**config.mk**
```make
export PLATFORM = sky130hd
export DESIGN_NAME = tournament_grant_issuer_flat
export DESIGN_NICKNAME = d
export VERILOG_FILES = /design/src/rtl/tournament_grant_issuer_if.sv /design/src/rtl/tournament_grant_issuer.sv /design/src/flat_wrapper.sv
export SDC_FILE = /design/constraint.sdc
export NUM_CORES = 1
export LEC_CHECK = 0
export ABC_AREA = 1
export CAP_MARGIN = 10
export CORE_ASPECT_RATIO = 1.25
export CORE_MARGIN = 3
export CORE_UTILIZATION = 50
export DETAILED_ROUTE_END_ITERATION = 10
export HOLD_SLACK_MARGIN = 0.15
export PLACE_DENSITY_LB_ADDON = 0.25
export SYNTH_ARGS = -nofsm -noshare
export SYNTH_HDL_FRONTEND = slang
export SYNTH_SLANG_ARGS = --single-unit
export TNS_END_PERCENT = 100
```
**constraint.sdc**
```tcl
create_clock -name clock -period 3.1 [get_ports clock]
set_input_delay 0.775 -clock clock [delete_from_list [all_inputs] [get_ports clock]]
set_output_delay 0.775 -clock clock [all_outputs]
set_load 0.05 [all_outputs]
```
**src/rtl/tournament_grant_issuer_if.sv**
```systemverilog
// rtl/tournament_grant_issuer_if.sv - tournament winner / grant handshake bundle
interface tournament_grant_issuer_if #(
  parameter int NUM_UNITS   = 16,
  parameter int WIDTH_UNITS = 4
);

  logic [WIDTH_UNITS:0] I_Entry;
  logic [NUM_UNITS-1:0] I_Valid;
  logic [NUM_UNITS-1:0] I_Req;
  logic                 I_Ack;
  logic [NUM_UNITS-1:0] O_Grant;
  logic                 O_Grant_Valid;
  logic [WIDTH_UNITS:0] O_Entry;
  logic [NUM_UNITS-1:0] O_Mask;
  logic                 O_Busy;
  logic                 O_Timeout;

  // Tournament / requester side: drives winner, requests and ack.
  modport master (
    output I_Entry, I_Valid, I_Req, I_Ack,
    input  O_Grant, O_Grant_Valid, O_Entry, O_Mask, O_Busy, O_Timeout
  );

  // Grant issuer side.
  modport slave (
    input  I_Entry, I_Valid, I_Req, I_Ack,
    output O_Grant, O_Grant_Valid, O_Entry, O_Mask, O_Busy, O_Timeout
  );

endinterface

```
**src/rtl/tournament_grant_issuer.sv**
```systemverilog
// rtl/tournament_grant_issuer.sv - grant issuer with fairness mask; optional grant timeout under TOURNAMENT_TIMEOUT_EN
module tournament_grant_issuer #(
  parameter int NUM_UNITS      = 16,
  parameter int WIDTH_UNITS    = 4,
  parameter int TIMEOUT_CYCLES = 256
) (
  input  logic                        clock,
  input  logic                        reset,
  tournament_grant_issuer_if.slave    bus
);

  typedef enum logic [1:0] {
    ST_IDLE    = 2'd0,
    ST_GRANT   = 2'd1,
    ST_RELEASE = 2'd2
  } state_t;

  localparam logic [NUM_UNITS-1:0] ONE_VEC = NUM_UNITS'(1);

  state_t               state_q, state_d;
  logic [NUM_UNITS-1:0] grant_q, grant_d;
  logic [NUM_UNITS-1:0] mask_q, mask_d;
  logic [WIDTH_UNITS:0] entry_q, entry_d;
  logic                 grant_valid_q, grant_valid_d;
  logic                 busy_q, busy_d;
  logic                 timeout_q, timeout_d;

  logic [NUM_UNITS-1:0] elig;
  logic [NUM_UNITS-1:0] sel;
  logic [NUM_UNITS-1:0] mask_upd;
  logic                 req_g;
  logic                 timeout_hit;

`ifdef TOURNAMENT_TIMEOUT_EN
  localparam int CNT_W = (TIMEOUT_CYCLES > 2) ? $clog2(TIMEOUT_CYCLES) : 1;
  localparam logic [CNT_W-1:0] CNT_LAST = CNT_W'(TIMEOUT_CYCLES - 1);

  logic [CNT_W-1:0] cnt_q, cnt_d;

  assign timeout_hit = (cnt_q == CNT_LAST);
`else
  localparam int unused_timeout_cycles = TIMEOUT_CYCLES;

  assign timeout_hit = 1'b0;
`endif

  // Eligible units, lowest-index pick, and the granted unit's request level.
  always_comb begin
    elig  = bus.I_Valid & bus.I_Req & ~mask_q;
    sel   = elig & (~elig + ONE_VEC);
    req_g = |(bus.I_Req & grant_q);
  end

  // Fairness mask maintenance: drop idle units, restart round once every requester was served.
  always_comb begin
    mask_upd = mask_q & bus.I_Req;
    if (((bus.I_Req & ~mask_q) == '0) && (bus.I_Req != '0)) begin
      mask_upd = '0;
    end
  end

  // Next-state and registered-output computation for the grant FSM.
  always_comb begin
    state_d   = state_q;
    grant_d   = grant_q;
    entry_d   = entry_q;
    mask_d    = mask_q;
    timeout_d = 1'b0;
`ifdef TOURNAMENT_TIMEOUT_EN
    cnt_d     = cnt_q;
`endif
    case (state_q)
      ST_IDLE: begin
        mask_d = mask_upd;
        if (elig != '0) begin
          grant_d = sel;
          entry_d = bus.I_Entry;
          state_d = ST_GRANT;
`ifdef TOURNAMENT_TIMEOUT_EN
          cnt_d   = '0;
`endif
        end
      end
      ST_GRANT: begin
        if (bus.I_Ack) begin
          mask_d  = mask_q | grant_q;
          grant_d = '0;
          state_d = ST_RELEASE;
        end else if (timeout_hit) begin
          // Penalise a unit that never acknowledged.
          mask_d    = mask_q | grant_q;
          grant_d   = '0;
          timeout_d = 1'b1;
          state_d   = ST_RELEASE;
        end else if (!req_g) begin
          grant_d = '0;
          state_d = ST_RELEASE;
        end else begin
`ifdef TOURNAMENT_TIMEOUT_EN
          cnt_d = cnt_q + 1'b1;
`endif
        end
      end
      ST_RELEASE: begin
        grant_d = '0;
        mask_d  = mask_upd;
        state_d = ST_IDLE;
      end
      default: begin
        grant_d = '0;
        state_d = ST_IDLE;
      end
    endcase
    grant_valid_d = (state_d == ST_GRANT);
    busy_d        = (state_d != ST_IDLE);
  end

  // State and output registers with asynchronous active-low clear.
  always_ff @(posedge clock or negedge reset) begin
    if (!reset) begin
      state_q       <= ST_IDLE;
      grant_q       <= '0;
      mask_q        <= '0;
      entry_q       <= '0;
      grant_valid_q <= 1'b0;
      busy_q        <= 1'b0;
      timeout_q     <= 1'b0;
    end else begin
      state_q       <= state_d;
      grant_q       <= grant_d;
      mask_q        <= mask_d;
      entry_q       <= entry_d;
      grant_valid_q <= grant_valid_d;
      busy_q        <= busy_d;
      timeout_q     <= timeout_d;
    end
  end

`ifdef TOURNAMENT_TIMEOUT_EN
  // Grant-duration counter.
  always_ff @(posedge clock or negedge reset) begin
    if (!reset) begin
      cnt_q <= '0;
    end else begin
      cnt_q <= cnt_d;
    end
  end
`endif

  assign bus.O_Grant       = grant_q;
  assign bus.O_Grant_Valid = grant_valid_q;
  assign bus.O_Entry       = entry_q;
  assign bus.O_Mask        = mask_q;
  assign bus.O_Busy        = busy_q;
  assign bus.O_Timeout     = timeout_q;

endmodule

```
**src/flat_wrapper.sv**
```systemverilog
// flat-port wrapper written by rule: the top's interface ports become plain ports
module tournament_grant_issuer_flat 
#(
  parameter int NUM_UNITS      = 16,
  parameter int WIDTH_UNITS    = 4,
  parameter int TIMEOUT_CYCLES = 256
)
  (clock, reset, bus_I_Entry, bus_I_Valid, bus_I_Req, bus_I_Ack, bus_O_Grant, bus_O_Grant_Valid, bus_O_Entry, bus_O_Mask, bus_O_Busy, bus_O_Timeout);
  tournament_grant_issuer_if #(.NUM_UNITS(NUM_UNITS), .WIDTH_UNITS(WIDTH_UNITS)) bus_i ();
  input  logic clock;
  input  logic reset;
  input wire logic [$bits(bus_i.I_Entry)-1:0] bus_I_Entry;
  input wire logic [$bits(bus_i.I_Valid)-1:0] bus_I_Valid;
  input wire logic [$bits(bus_i.I_Req)-1:0] bus_I_Req;
  input wire logic [$bits(bus_i.I_Ack)-1:0] bus_I_Ack;
  output wire logic [$bits(bus_i.O_Grant)-1:0] bus_O_Grant;
  output wire logic [$bits(bus_i.O_Grant_Valid)-1:0] bus_O_Grant_Valid;
  output wire logic [$bits(bus_i.O_Entry)-1:0] bus_O_Entry;
  output wire logic [$bits(bus_i.O_Mask)-1:0] bus_O_Mask;
  output wire logic [$bits(bus_i.O_Busy)-1:0] bus_O_Busy;
  output wire logic [$bits(bus_i.O_Timeout)-1:0] bus_O_Timeout;
  assign bus_i.I_Entry = bus_I_Entry;
  assign bus_i.I_Valid = bus_I_Valid;
  assign bus_i.I_Req = bus_I_Req;
  assign bus_i.I_Ack = bus_I_Ack;
  assign bus_O_Grant = bus_i.O_Grant;
  assign bus_O_Grant_Valid = bus_i.O_Grant_Valid;
  assign bus_O_Entry = bus_i.O_Entry;
  assign bus_O_Mask = bus_i.O_Mask;
  assign bus_O_Busy = bus_i.O_Busy;
  assign bus_O_Timeout = bus_i.O_Timeout;
  tournament_grant_issuer #(.NUM_UNITS(NUM_UNITS), .WIDTH_UNITS(WIDTH_UNITS), .TIMEOUT_CYCLES(TIMEOUT_CYCLES)) u_core (.clock(clock), .reset(reset), .bus(bus_i));
endmodule
```
==> results.py, run 1 <==
metrics = {
    "floorplan": {
        "fp.coreArea_um2": 4530,
        "initial_utilization_pct": 53.4,
        "rows": 27,
        "ioPinCount": 80,
        "dieArea_um2": 5710,
        "die_w_um": 68.2,
        "die_h_um": 83.7,
    },
    "timing": {
        "maxSlewViolCount": 0,
        "max-slew-margin-rel_pct": 38.8,
        "finalSetupTns_ns": 0,
        "final-setup-viol-count": 0,
        "max_freq_ghz": 0.429,
        "min_period_ns": 2.33,
        "hold_violations": 0,
        "rsz0062_at_grt": "no",
        "worst_pin_slew_ns": 0.918,
        "skew_ns": 0.00802,
        "post-route-period-util_pct": 75.2,
    },
    "cells_and_area": {
        "design_area_um2": 3330,
        "diodes": 0,
        "final_nets": 475,
        "area_delta_synth_final_pct": 37.6,
        "final_core_util_pct": 73.5,
        "fillCellCount": 391,
        "drive_gt1_share_pct": 5.73,
        "regArea_um2": 1030,
        "multi_input_area_um2": 1220,
    },
    "synthesis": {
        "synth-edff-count": 0,
        "synth_xor_area_share_pct": 0,
        "synthFlopType": "dfrtp_1",
        "synth_cell_type_count": 24,
        "synth_warnings": 0,
        "synthTopCellsByCount": "nand2_1 (148), nor2_1 (43), dfrtp_1 (41), nand3_1 (36), inv_1 (31)",
        "synth_top_cell_by_area": "dfrtp_1",
        "synth_fp_nets": 397,
        "synth_top_area_share_pct": 42.5,
        "synthAdderAreaFrac_pct": 0,
        "synth_top_family_by_area": "simple AND/OR/NAND/NOR gates",
        "avgSynthCellArea_um2": 6.77,
        "yosys.area_share.simple_pct": 43.3,
        "syn_area_um2": 2420,
        "synth-seq-cells": 41,
        "synthCells": 357,
        "muxShareOfSynthArea_pct": 0,
        "synth-compound-area-share_pct": 6.99,
        "ys_seq_area_share_pct": 42.5,
        "yosys-top-cells-area": "dfrtp_1 (42%), nand2_1 (23%), nand3_1 (7.5%)",
        "synth_most_common_cell": "nand2_1",
        "synthArstFlopShare_pct": 100,
    },
    "worst_setup_path": {
        "path_cells": "clkdlybuf4s50_1",
        "r2r-start": "u_core.state_q[0]$_DFF_PN0_",
        "startpoint_type": "register",
        "reg2reg_to": "u_core.bus.O_Grant[9]$_DFFE_PN0P_",
        "crit_end": "bus_O_Grant[9]",
        "crit_family": "buffers and inverters",
        "cpPeakStageDelay_ns": 0.83,
        "cp.arrival_ns": 1.56,
        "end_kind": "output port",
        "crit_required_ns": 2.32,
        "critPathSlowestCell": "clkdlybuf4s50_1",
        "path_buf_inv": 1,
        "cp_max_fo": 4,
        "crit_start": "u_core.bus.O_Grant[9]$_DFFE_PN0P_",
        "reg2reg_depth": 8,
        "crit_type": "register to output port",
        "path_depth": 1,
        "reg2reg_slack_ns": 1.39,
    },
    "clock_tree": {
        "cts_hold_buffers": 0,
        "post-cts-setup-buffers": 0,
        "clockBufferDepth": 2,
        "clock_latency_ns": 0.30,
        "cts_inserted_buffers": 5,
        "cts-resized-gates": 0,
        "h-tree-depth": 2,
        "clk_pin_slew_ns": 0.08,
        "clock-root-buffer": "clkbuf_8",
        "cts_sinks": 41,
        "cts_tree": "done",
    },
    "grt": {
        "grt_first_pass_wirelength_um": 11400,
        "grt_max_degree": 42,
        "antenna_found_initial": 0,
        "grt-ovfl-total": 0,
        "grt_usage_pct": 25.8,
        "first_global_vias": 2551,
    },
    "status": {
        "status": "complete, no violations",
    },
    "detailed_routing": {
        "routed_wl_um": 6820,
        "drt-initial-drc-count": 216,
        "drcViolationCount": 0,
        "first_pass_iters": 5,
        "ant_nets": 0,
        "viasPerCell": 5.33,
        "wire_per_inst_um": 13.8,
        "vias": 2631,
    },
    "place": {
        "io_buffers": 78,
        "place_area_um2": 3220,
        "gp_congestion": 0.893,
        "detailed_place_hpwl_um": 5140,
    },
    "pwr": {
        "p_per_area_nw_per_um2": 576,
        "static-leakage-power_nw": 1.72,
        "p_total_mw": 1.92,
        "vdd_drop_max_uv": 595,
    },
    "run": {
        "cap_violations": 0,
    },
    "hold_path": {
        "min_path_type": "register to register",
    },
}
-- power by group --
group	internal, mW	switching (mW)
registers	0.616	0.0573
clock network	0.201	0.186
logic	0.261	0.595
-- sequential cells by signal (all words and copies together) (netlist names) --
register and count:
u_core.bus.O_Grant 16, u_core.bus.O_Mask 16, u_core.bus.O_Entry 5, u_core.state_q 2, u_core.bus.O_Busy 1, u_core.bus.O_Grant_Valid 1
-- cell usage in the layout, fill, tap and decap left out --
cell type        count
nand2_1            148
clkdlybuf4s50_1     77
nor2_1              43
dfrtp_1             41
nand3_1             36
inv_1               31
a21boi_0            10
o21ai_0              8
nor3_1               7
clkbuf_8             7
a21boi_1             5
nor2_2               4
nand2_2              4
nor2_4               2
inv_2                2
nand4_1              2
o21ai_2              1
nand3_2              1
nand2_4              1
nand3b_1             1
o21a_1               1
conb_1               1
clkinv_2             1
buf_2                1
buf_4                1
-- per-stage QoR --
step	hold slack [ns]	setup slack, ns	std cells
2_1_floorplan	0.479	1.37	357
3_3_place_gp	0.453	0.621	486
3_5_place_dp	0.461	0.596	486
4_1_cts	0.478	0.771	494
5_1_grt	0.500	0.724	494
6_report	0.474	0.769	494
-- tightest hold or removal path, stage by stage (launching register included) --
cell and delay (ns):
dfrtp_1 0.35, nand2_1 0.05, nand2_1 0.05
-- how the worst min path moves through the flow --
stage                                            from                                 to  slack (ns)  cells past startpoint
finish              u_core.bus.O_Entry[3]$_DFFE_PN0P_  u_core.bus.O_Entry[3]$_DFFE_PN0P_        0.47                      2
global route        u_core.bus.O_Entry[4]$_DFFE_PN0P_  u_core.bus.O_Entry[4]$_DFFE_PN0P_        0.50                      2
CTS                 u_core.bus.O_Entry[4]$_DFFE_PN0P_  u_core.bus.O_Entry[4]$_DFFE_PN0P_        0.48                      2
detailed placement  u_core.bus.O_Entry[4]$_DFFE_PN0P_  u_core.bus.O_Entry[4]$_DFFE_PN0P_        0.46                      2
global placement    u_core.bus.O_Entry[1]$_DFFE_PN0P_  u_core.bus.O_Entry[1]$_DFFE_PN0P_        0.45                      2
floorplan                                       reset        u_core.bus.O_Busy$_DFF_PN0_        0.48                      0
-- cell families (layout without fill, tap and decap cells) --
| kind of cell | count (synthesis) | after routing |
|---|---|---|
| AOI/OAI and AO/OA | 25 | 25 |
| buffers and inverters | 41 | 120 |
| DFF | 41 | 41 |
| other | 1 | 1 |
| and+or+nand+nor | 249 | 249 |
-- metal layers --
metal | part of all wire, % | global-route usage, % | vias up | wire, µm
met1 | 40 | 32.4 | 1205 | 2730
met4 | 3.7 | 12.1 | 0 | 252
li1 | - | - | 1268 | -
met2 | 49 | 41.3 | 133 | 3350
met5 | 0 | 0 | - | 0
met3 | 7.2 | 4.99 | 25 | 492
-- cell type report --
type	instances	share of cell area, %
multi-input cells	275	36.6
inverters	33	3.72
well taps	58	2.18
repair buffers	79	23.6
clock buffers	7	2.90
clock inverters	1	0.150
flip-flops and latches	41	30.9
Note: power is estimated with default switching activity, not from simulation.
==> run 2: changes to the inputs <==
- CORE_UTILIZATION: 50 -> 42
- clock period: 3.1 -> 2.1 ns (I/O delays scaled with it)
==> results.py, run 2 (synthesized netlist as in run 1, its figures left out) <==
metrics = {
    "place": {
        "dp_slack_ns": -0.129,
        "detailed_place_hpwl_um": 5490,
        "gp_congestion": 0.835,
        "io_buffers": 78,
    },
    "cells_and_area": {
        "final_core_util_pct": 61.8,
        "drive_gt1_share_pct": 13.9,
        "final_common_cell": "nand2_1",
        "final_nets": 495,
        "final_cell_mix": "nand2_1 (148), clkdlybuf4s50_1 (56), nor2_1 (43), buf_4 (41), dfrtp_1 (41)",
        "area_delta_synth_final_pct": 41.1,
        "fillCellCount": 536,
        "diodes": 0,
    },
    "timing": {
        "final-setup-viol-count": 0,
        "rsz0062_at_grt": "no",
        "worst_pin_slew_ns": 0.681,
        "hold_violations": 0,
        "min_period_ns": 2.04,
        "max_freq_ghz": 0.491,
        "max-slew-margin-rel_pct": 54.6,
        "whs_ns": 0.264,
        "maxSlewViolCount": 0,
        "setup_ws_ns": 0.0625,
        "post-route-period-util_pct": 97.0,
        "skew_ns": 0.00694,
    },
    "hold_path": {
        "min_path_type": "primary input to async pin",
    },
    "worst_setup_path": {
        "critPathSlowestCell": "clkdlybuf4s50_1",
        "crit_required_ns": 1.57,
        "crit_type": "register to output port",
        "crit_family": "buffers and inverters",
        "cp_max_fo": 4,
        "end_kind": "output port",
        "cpPeakStageDelay_ns": 0.82,
        "path_cells": "clkdlybuf4s50_1",
        "startpoint_type": "register",
        "cp.arrival_ns": 1.51,
        "path_buf_inv": 1,
    },
    "clock_tree": {
        "h-tree-depth": 2,
        "cts_tree": "done",
        "cts_inserted_buffers": 5,
        "cts_hold_buffers": 0,
        "clk_pin_slew_ns": 0.08,
        "cts_sinks": 41,
        "clockBufferDepth": 2,
        "clock-root-buffer": "clkbuf_8",
        "clock_latency_ns": 0.29,
    },
    "detailed_routing": {
        "viasPerCell": 5.06,
        "first_pass_iters": 4,
        "drcViolationCount": 0,
        "wire_per_inst_um": 13.8,
        "vias": 2620,
        "ant_nets": 0,
        "routed_wl_um": 7170,
        "drt-initial-drc-count": 175,
    },
    "grt": {
        "first_global_vias": 2612,
        "grt-ovfl-total": 0,
        "grt_max_degree": 30,
        "grt_first_pass_wirelength_um": 11900,
        "grt_usage_pct": 22.4,
        "antenna_found_initial": 0,
    },
    "floorplan": {
        "dieArea_um2": 6700,
        "die_h_um": 90.8,
        "die_w_um": 73.8,
        "rows": 30,
        "initial_utilization_pct": 43.8,
        "fp.coreArea_um2": 5520,
        "ioPinCount": 80,
    },
    "status": {
        "status": "complete, no violations",
    },
    "run": {
        "cap_violations": 0,
    },
    "pwr": {
        "p_total_mw": 2.83,
        "vdd_drop_max_uv": 430,
        "p_per_area_nw_per_um2": 830,
        "static-leakage-power_nw": 1.86,
    },
}
-- run 2: cell count changes in the layout (fill, tap and decap cells not counted) --
cell	change
buf_4	+40
clkdlybuf4s50_1	-21
clkbuf_8	-2
dlymetal6s2s_1	+1
-- run 2: final cells by class --
class / instances / area, µm² / area share [%]
Clock inverter: 1 / 5.00 / 0.147
Tap cell: 64 / 80.1 / 2.35
Sequential cell: 41 / 1030 / 30.1
Multi-Input combinational cell: 275 / 1220 / 35.8
Timing Repair Buffer: 99 / 886 / 26.0
Inverter: 33 / 124 / 3.63
Clock buffer: 5 / 68.8 / 2.02
-- run 2: repair_timing --
action                                  in CTS  in global routing
setup buffers                                0                  0
resized for setup                            0                  1
endpoints found under the setup margin       0                  1
-- run 2: path summary, 6_finish.rpt --
check	start	to	slack [ns]	cells past startpoint
max	u_core.bus.O_Grant[4]$_DFFE_PN0P_	bus_O_Grant[4]	0.06	1
max in group asynchronous	reset	u_core.bus.O_Mask[12]$_DFFE_PN0P_	1.25	2
max reg2reg	u_core.bus.O_Mask[1]$_DFFE_PN0P_	u_core.bus.O_Mask[1]$_DFFE_PN0P_	0.53	9
min reg2reg	u_core.bus.O_Entry[4]$_DFFE_PN0P_	u_core.bus.O_Entry[4]$_DFFE_PN0P_	0.47	2
min in group clock	u_core.bus.O_Entry[4]$_DFFE_PN0P_	u_core.bus.O_Entry[4]$_DFFE_PN0P_	0.47	2
min	reset	u_core.bus.O_Mask[7]$_DFFE_PN0P_	0.26	1
-- run 2: through the flow --
step,std cells,instance area [µm²],TNS (ns)
final,518,3410,0
after global routing,518,3410,0
after CTS,518,3410,0
after detailed placement,512,3330,-1.49
after global placement,512,3330,-0.586
after floorplan,357,2420,0
-- run 2: per-layer routing --
metal  GRT usage (%)  vias to the layer above  routed length (µm)
li1                -                     1306                   -
met1            27.6                     1231                2940
met2            39.2                       79                3720
met3            3.56                        4                 437
met4            6.34                        0                  74
met5               0                        -                   0
-- run 2: power by group --
part           internal (mW)  switching, mW
Combinational          0.435          0.902
Clock                  0.219          0.276
Sequential             0.910         0.0852
Total                   1.56           1.26
